`config.mk`:
```
export PLATFORM = sky130hd
export DESIGN_NAME = ifetch_queue
export DESIGN_NICKNAME = d
export VERILOG_FILES = /design/src/rtl/ifetch_queue.sv
export SDC_FILE = /design/constraint.sdc
export NUM_CORES = 1
export LEC_CHECK = 0
export CAP_MARGIN = 25
export CORE_MARGIN = 2
export CORE_UTILIZATION = 57
export DETAILED_ROUTE_END_ITERATION = 8
export GPL_ROUTABILITY_DRIVEN = 0
export MAX_ROUTING_LAYER = met4
export PLACE_DENSITY = 0.78
export REMOVE_ABC_BUFFERS = 1
export SYNTH_ARGS = -nofsm -noshare
export SYNTH_HDL_FRONTEND = slang
export SYNTH_SLANG_ARGS = --single-unit
```
`constraint.sdc`:
```
create_clock -name clk -period 32.3 [get_ports clk]
set_input_delay 6.46 -clock clk [delete_from_list [all_inputs] [get_ports clk]]
set_output_delay 6.46 -clock clk [all_outputs]
set_load 0.02 [all_outputs]
```
`src/rtl/ifetch_queue.sv`:
```
// ifetch_queue: instruction fetch stage in front of the single-cycle datapath.
//
// Owns the program counter, issues one sequential instruction-memory read per
// cycle whenever the buffer has room, and queues each returned {pc, insn} pair
// in a DEPTH-entry FIFO that feeds the datapath. A taken branch/jump from
// execute (redirect) flushes the FIFO and restarts fetch at the target.
//
// Optional build macro: IFETCH_PERF_CNT_EN adds the perf_fetched and
// perf_flushes counter outputs. With it undefined, those ports and their logic
// are absent and all other behaviour is identical.
//
// Ports:
//   clk            in   clock, rising edge
//   reset          in   asynchronous active-high reset
//   imem_req       out  read request this cycle (0 while reset is high)
//   imem_addr      out  read address, word aligned
//   imem_rdata     in   read data, valid with imem_rvalid
//   imem_rvalid    in   response strobe, exactly 1 cycle after imem_req
//   redirect_valid in   taken branch/jump from execute
//   redirect_pc    in   redirect target (bits [1:0] ignored)
//   inst_valid     out  FIFO head valid
//   inst_ready     in   datapath accepts the head
//   inst_pc        out  head PC
//   inst_data      out  head instruction word
//   perf_fetched   out  (macro only) pushes into the FIFO, wraps at 2^32
//   perf_flushes   out  (macro only) redirect cycles, wraps at 2^32
//
// Handshake: a transfer on inst_* happens in every cycle where inst_valid and
// inst_ready are both 1 at the rising edge; inst_valid never depends on
// inst_ready, and the head stays stable until it is accepted or flushed.
module ifetch_queue #(
  parameter int              XLEN     = 64,
  parameter int              DEPTH    = 4,
  parameter logic [XLEN-1:0] RESET_PC = '0
) (
  input  logic            clk,
  input  logic            reset,
  output logic            imem_req,
  output logic [XLEN-1:0] imem_addr,
  input  logic [31:0]     imem_rdata,
  input  logic            imem_rvalid,
  input  logic            redirect_valid,
  input  logic [XLEN-1:0] redirect_pc,
  output logic            inst_valid,
  input  logic            inst_ready,
  output logic [XLEN-1:0] inst_pc,
  output logic [31:0]     inst_data
`ifdef IFETCH_PERF_CNT_EN
  ,
  output logic [31:0]     perf_fetched,
  output logic [31:0]     perf_flushes
`endif
);

  localparam int PW = (DEPTH > 1) ? $clog2(DEPTH) : 1;
  localparam int CW = PW + 1;
  localparam logic [CW:0] DEPTH_C = (CW+1)'(DEPTH);

  logic [XLEN-1:0] pc_q, pc_d;
  logic            inflight_q;
  logic [XLEN-1:0] issued_addr_q;
  logic [CW-1:0]   count_q, count_d;
  logic [PW-1:0]   rd_ptr_q, rd_ptr_d;
  logic [PW-1:0]   wr_ptr_q, wr_ptr_d;
  logic [XLEN-1:0] pc_mem_q   [DEPTH];
  logic [31:0]     data_mem_q [DEPTH];

  logic [XLEN-1:0] redirect_aligned;
  logic [CW:0]     credit_used;
  logic            push;
  logic            pop;

  // Low target bits are defined as don't-care.
  logic unused_redirect_bits;
  assign unused_redirect_bits = ^redirect_pc[1:0];

  assign redirect_aligned = {redirect_pc[XLEN-1:2], 2'b00};

  // Credit counts both stored entries and the response still on its way.
  // A pop in this cycle earns no credit, which keeps the check off the
  // inst_ready path and makes overflow impossible. Redirect bypasses the
  // check because it empties the FIFO at the same edge.
  assign credit_used = {1'b0, count_q} + {{CW{1'b0}}, inflight_q};
  assign imem_req    = !reset && (redirect_valid || (credit_used < DEPTH_C));
  assign imem_addr   = redirect_valid ? redirect_aligned : pc_q;

  // Responses without a matching request, or landing in a redirect cycle,
  // belong to a stale or nonexistent fetch and are dropped.
  assign push = imem_rvalid && inflight_q && !redirect_valid;
  assign pop  = inst_valid && inst_ready;

  assign inst_valid = (count_q != '0);
  assign inst_pc    = pc_mem_q[rd_ptr_q];
  assign inst_data  = data_mem_q[rd_ptr_q];

  always_comb begin
    pc_d     = pc_q;
    count_d  = count_q;
    rd_ptr_d = rd_ptr_q;
    wr_ptr_d = wr_ptr_q;
    if (imem_req) begin
      pc_d = imem_addr + XLEN'(4);
    end
    if (redirect_valid) begin
      count_d  = '0;
      rd_ptr_d = '0;
      wr_ptr_d = '0;
    end else begin
      if (push) wr_ptr_d = wr_ptr_q + PW'(1);
      if (pop)  rd_ptr_d = rd_ptr_q + PW'(1);
      case ({push, pop})
        2'b10:   count_d = count_q + CW'(1);
        2'b01:   count_d = count_q - CW'(1);
        default: count_d = count_q;
      endcase
    end
  end

  always_ff @(posedge clk or posedge reset) begin
    if (reset) begin
      pc_q          <= RESET_PC;
      inflight_q    <= 1'b0;
      issued_addr_q <= '0;
      count_q       <= '0;
      rd_ptr_q      <= '0;
      wr_ptr_q      <= '0;
    end else begin
      pc_q       <= pc_d;
      inflight_q <= imem_req;
      if (imem_req) issued_addr_q <= imem_addr;
      count_q    <= count_d;
      rd_ptr_q   <= rd_ptr_d;
      wr_ptr_q   <= wr_ptr_d;
    end
  end

  // Storage is reset so the head outputs read 0 while empty after reset.
  always_ff @(posedge clk or posedge reset) begin
    if (reset) begin
      for (int i = 0; i < DEPTH; i++) begin
        pc_mem_q[i]   <= '0;
        data_mem_q[i] <= '0;
      end
    end else if (push) begin
      pc_mem_q[wr_ptr_q]   <= issued_addr_q;
      data_mem_q[wr_ptr_q] <= imem_rdata;
    end
  end

`ifdef IFETCH_PERF_CNT_EN
  logic [31:0] perf_fetched_q;
  logic [31:0] perf_flushes_q;

  always_ff @(posedge clk or posedge reset) begin
    if (reset) begin
      perf_fetched_q <= '0;
      perf_flushes_q <= '0;
    end else begin
      if (push)           perf_fetched_q <= perf_fetched_q + 32'd1;
      if (redirect_valid) perf_flushes_q <= perf_flushes_q + 32'd1;
    end
  end

  assign perf_fetched = perf_fetched_q;
  assign perf_flushes = perf_flushes_q;
`endif

endmodule

```
==> flow_summary.toml <==
[cells_and_area]
area_delta_synth_final_pct = 19.86
multi_input_area_um2 = 10680
finish.instance_area_um2 = 29140
seqCellArea_um2 = 12970
mostFrequentLayoutCells = "dfrtp_1, mux2_2, clkdlybuf4s50_1"
layout-drive-gt1-share = 0.2975
fin_nets = 2167
finalNonFillerCells = 2645
final_common_cell = "dfrtp_1"
fill_cells = 2933

[pwr]
peakVddDrop_mv = 0.04549
finalPower_w = 0.002348
p_per_area_nw_per_um2 = 80.58
power.leakage_nw = 13.09

[global_route]
gr-total-overflow = 0
grt_usage = 0.2740
antenna_found_initial = 5
grt_pass1_wl_mm = 91.62
grt_max_degree = 174
first_global_vias = 16260

[setup_path]
start_kind = "primary input"
end_kind = "output port"
required_ns = 25.84
crit_arrival_ns = 8.88
crit_fanout = 96
worstSetupPathType = "in -> out"

[cts]
cts_setup_buffers = 0
insertion_delay_ns = 0.60
cts.clk_slew.worst_paths_ns = 0.06
ctsRootBufferMaster = "clkbuf_16"
cts_hold_buffers = 0
cts_resized = 0
cts_made_buffers = 53
h-tree-depth = 2
cts_sinks = 518
cts_tree = "yes"
cts_buffer_depth = 3

[timing]
worst_pin_slew_ns = 1.074
grt_setup_unrepaired = "no"
setup_violations = 0
min_period_ns = 15.34
fin_crit_sh = 0.4748
max_slew_margin = 0.2843
hold_viol = 0
fmax_ghz = 0.06520
skew_ns = 0.02309
drv_slew = 0

[floorplan]
core_um2 = 42040
dieArea_um2 = 44320
die_w_um = 210.5
rows = 75
start_util = 0.5783
fp.dieH_um = 210.5
io_pins = 263

[placed_design]
dpl.hpwl_mm = 37.12
io_buffers = 260
dpl_cell_area_um2 = 27290
numPlacedInstances = 2541

[synthesis]
netlist_instances = 1835
syn_avg_cell_area_um2 = 13.25
synthFlopType = "dfrtp_1"
netlist_area_um2 = 24310
ys_types = 58
synth-seq-cells = 518
synthArstFlopShare = 1.000
yosysWarnings = 0
seq_area_frac_synth = 0.5331
synth_edf_count = 0

[detailed_routing]
drtIter0Drc = 1116
post_drt_wl_per_cell_um = 21.82
via_per_inst = 5.943
vias = 15720
wirelength_mm = 57.72
drc = 0
first_pass_iters = 6
drtAntennaViolNets = 0

[flow_run]
timing.max_cap.violations = 0

[outcome]
status = "finished, final reports clean"

[worst_hold_path]
hp-class = "reg -> reg"
## synthesized netlist by cell type (2+ instances only)
cell       instances  area [um^2]
a2111oi_2          2        30.03
a211oi_1           3        22.52
a21oi_1           16        80.08
a222oi_1           3        30.03
a22oi_1           13        97.59
a22oi_2            2        25.02
a31oi_1            8        50.05
and2_1             3        18.77
and3_1             6        37.54
and4_1             2        17.52
buf_1             37        138.9
buf_2             23        115.1
buf_4              6        45.04
buf_6              5        56.30
clkbuf_1          38        142.6
dfrtp_1          518        12960
ha_1               5        62.56
inv_1             52        195.2
mux2_2           400         4504
mux2i_1           44        440.4
mux4_2            96         2162
nand2_1          196        735.7
nand2b_1           3        18.77
nand3_1           41        205.2
nand3b_1          24        180.2
nand4_1           31        193.9
nand4_2            2        25.02
nand4b_1          12        105.1
nor2_1            27        101.4
nor2b_1            4        25.02
nor3_1            10        50.05
nor3b_1            3        22.52
nor4_1             9        56.30
nor4_4             3        63.81
o21ai_0           91        455.4
o21ai_1           11        55.05
o22ai_1            3        18.77
o31ai_1            7        52.55
o31ai_2            2        25.02
xnor2_1           55        481.7
xor2_1             2        17.52
## worst paths after layout
check / end / slack (ns) / from / depth (start not counted)
min in group asynchronous: data_mem_q[47]$_DFFE_PP0P_ / 6.38 / reset / 2
max reg2reg: pc_q[44]$_DFFE_PP0P_ / 28.81 / pc_q[2]$_DFFE_PP0P_ / 9
min reg2reg: pc_q[63]$_DFFE_PP0P_ / 0.49 / pc_q[63]$_DFFE_PP0P_ / 2
max: imem_addr[33] / 16.96 / redirect_valid / 6
max in group asynchronous: issued_addr_q[38]$_DFFE_PP0P_ / 24.49 / reset / 3
min: pc_q[63]$_DFFE_PP0P_ / 0.49 / pc_q[63]$_DFFE_PP0P_ / 2
## layer usage
metal	wire, um	global-route usage	part of all wire	vias up
met5	0	-	0	-
met1	24520	0.3568	0.42	8033
li1	-	-	-	7127
met2	27490	0.4286	0.48	449
met3	4080	0.06928	0.071	109
met4	1626	0.08256	0.028	0
## logic make-up (layout without fill, tap and decap cells)
| logic type | Yosys count | in the layout | synth area share |
|---|---|---|---|
| other | 0 | 5 | 0 |
| adder cells (fa/ha/maj) | 6 | 6 | 0.003396 |
| XOR/XNOR | 57 | 57 | 0.02053 |
| AO/OA/AOI/OAI | 167 | 167 | 0.04112 |
| buffers and inverters | 162 | 428 | 0.02913 |
| flip-flops | 518 | 518 | 0.5331 |
| multiplexers | 540 | 540 | 0.2923 |
| AND/OR/NAND/NOR | 385 | 385 | 0.08038 |
## sequential cells by signal, summed over array words and instances (netlist names)
| name | cells |
|---|---|
| rd_ptr_q | 2 |
| pc_q | 64 |
| inflight_q | 1 |
| data_mem_q | 128 |
| count_q | 3 |
| wr_ptr_q | 2 |
| issued_addr_q | 62 |
| pc_mem_q | 256 |
## stage by stage
stage          hold WS [ns]  worst slack (ns)   TNS, ns  utilization
6_report             0.4855             16.96         0       0.6932
5_1_grt              0.5083             16.90         0       0.6932
2_1_floorplan        0.4427            -15.98  -1131.91            -
3_3_place_gp         0.4582             16.73         0       0.6491
3_5_place_dp         0.4703             16.64         0       0.6491
4_1_cts              0.4863             16.65         0       0.6911
## final cells by class
class	count	area share
timing repair buffer	280	0.09716
tap	539	0.02314
sequential	518	0.4450
multi-input combinational	1155	0.3666
clock buffer	83	0.05564
antenna	5	0.0004293
inverter	52	0.006955
clock inverter	13	0.005023
## critical path, cell delays in order
cell             delay, ns
buf_6                 0.48
buf_4                 0.26
buf_16                0.34
mux2i_1               0.47
inv_1                 0.19
clkdlybuf4s50_1       0.58
## report_power, final
group          leakage (nW)  switching [W]  total [W]  internal (W)
Combinational          5.48       0.000358   0.000776      0.000417
Sequential             6.74       0.000129   0.000954      0.000825
Clock                 0.873       0.000252   0.000619      0.000367
Total                  13.1       0.000739    0.00235       0.00161
Power figures use the tool's default switching activity.
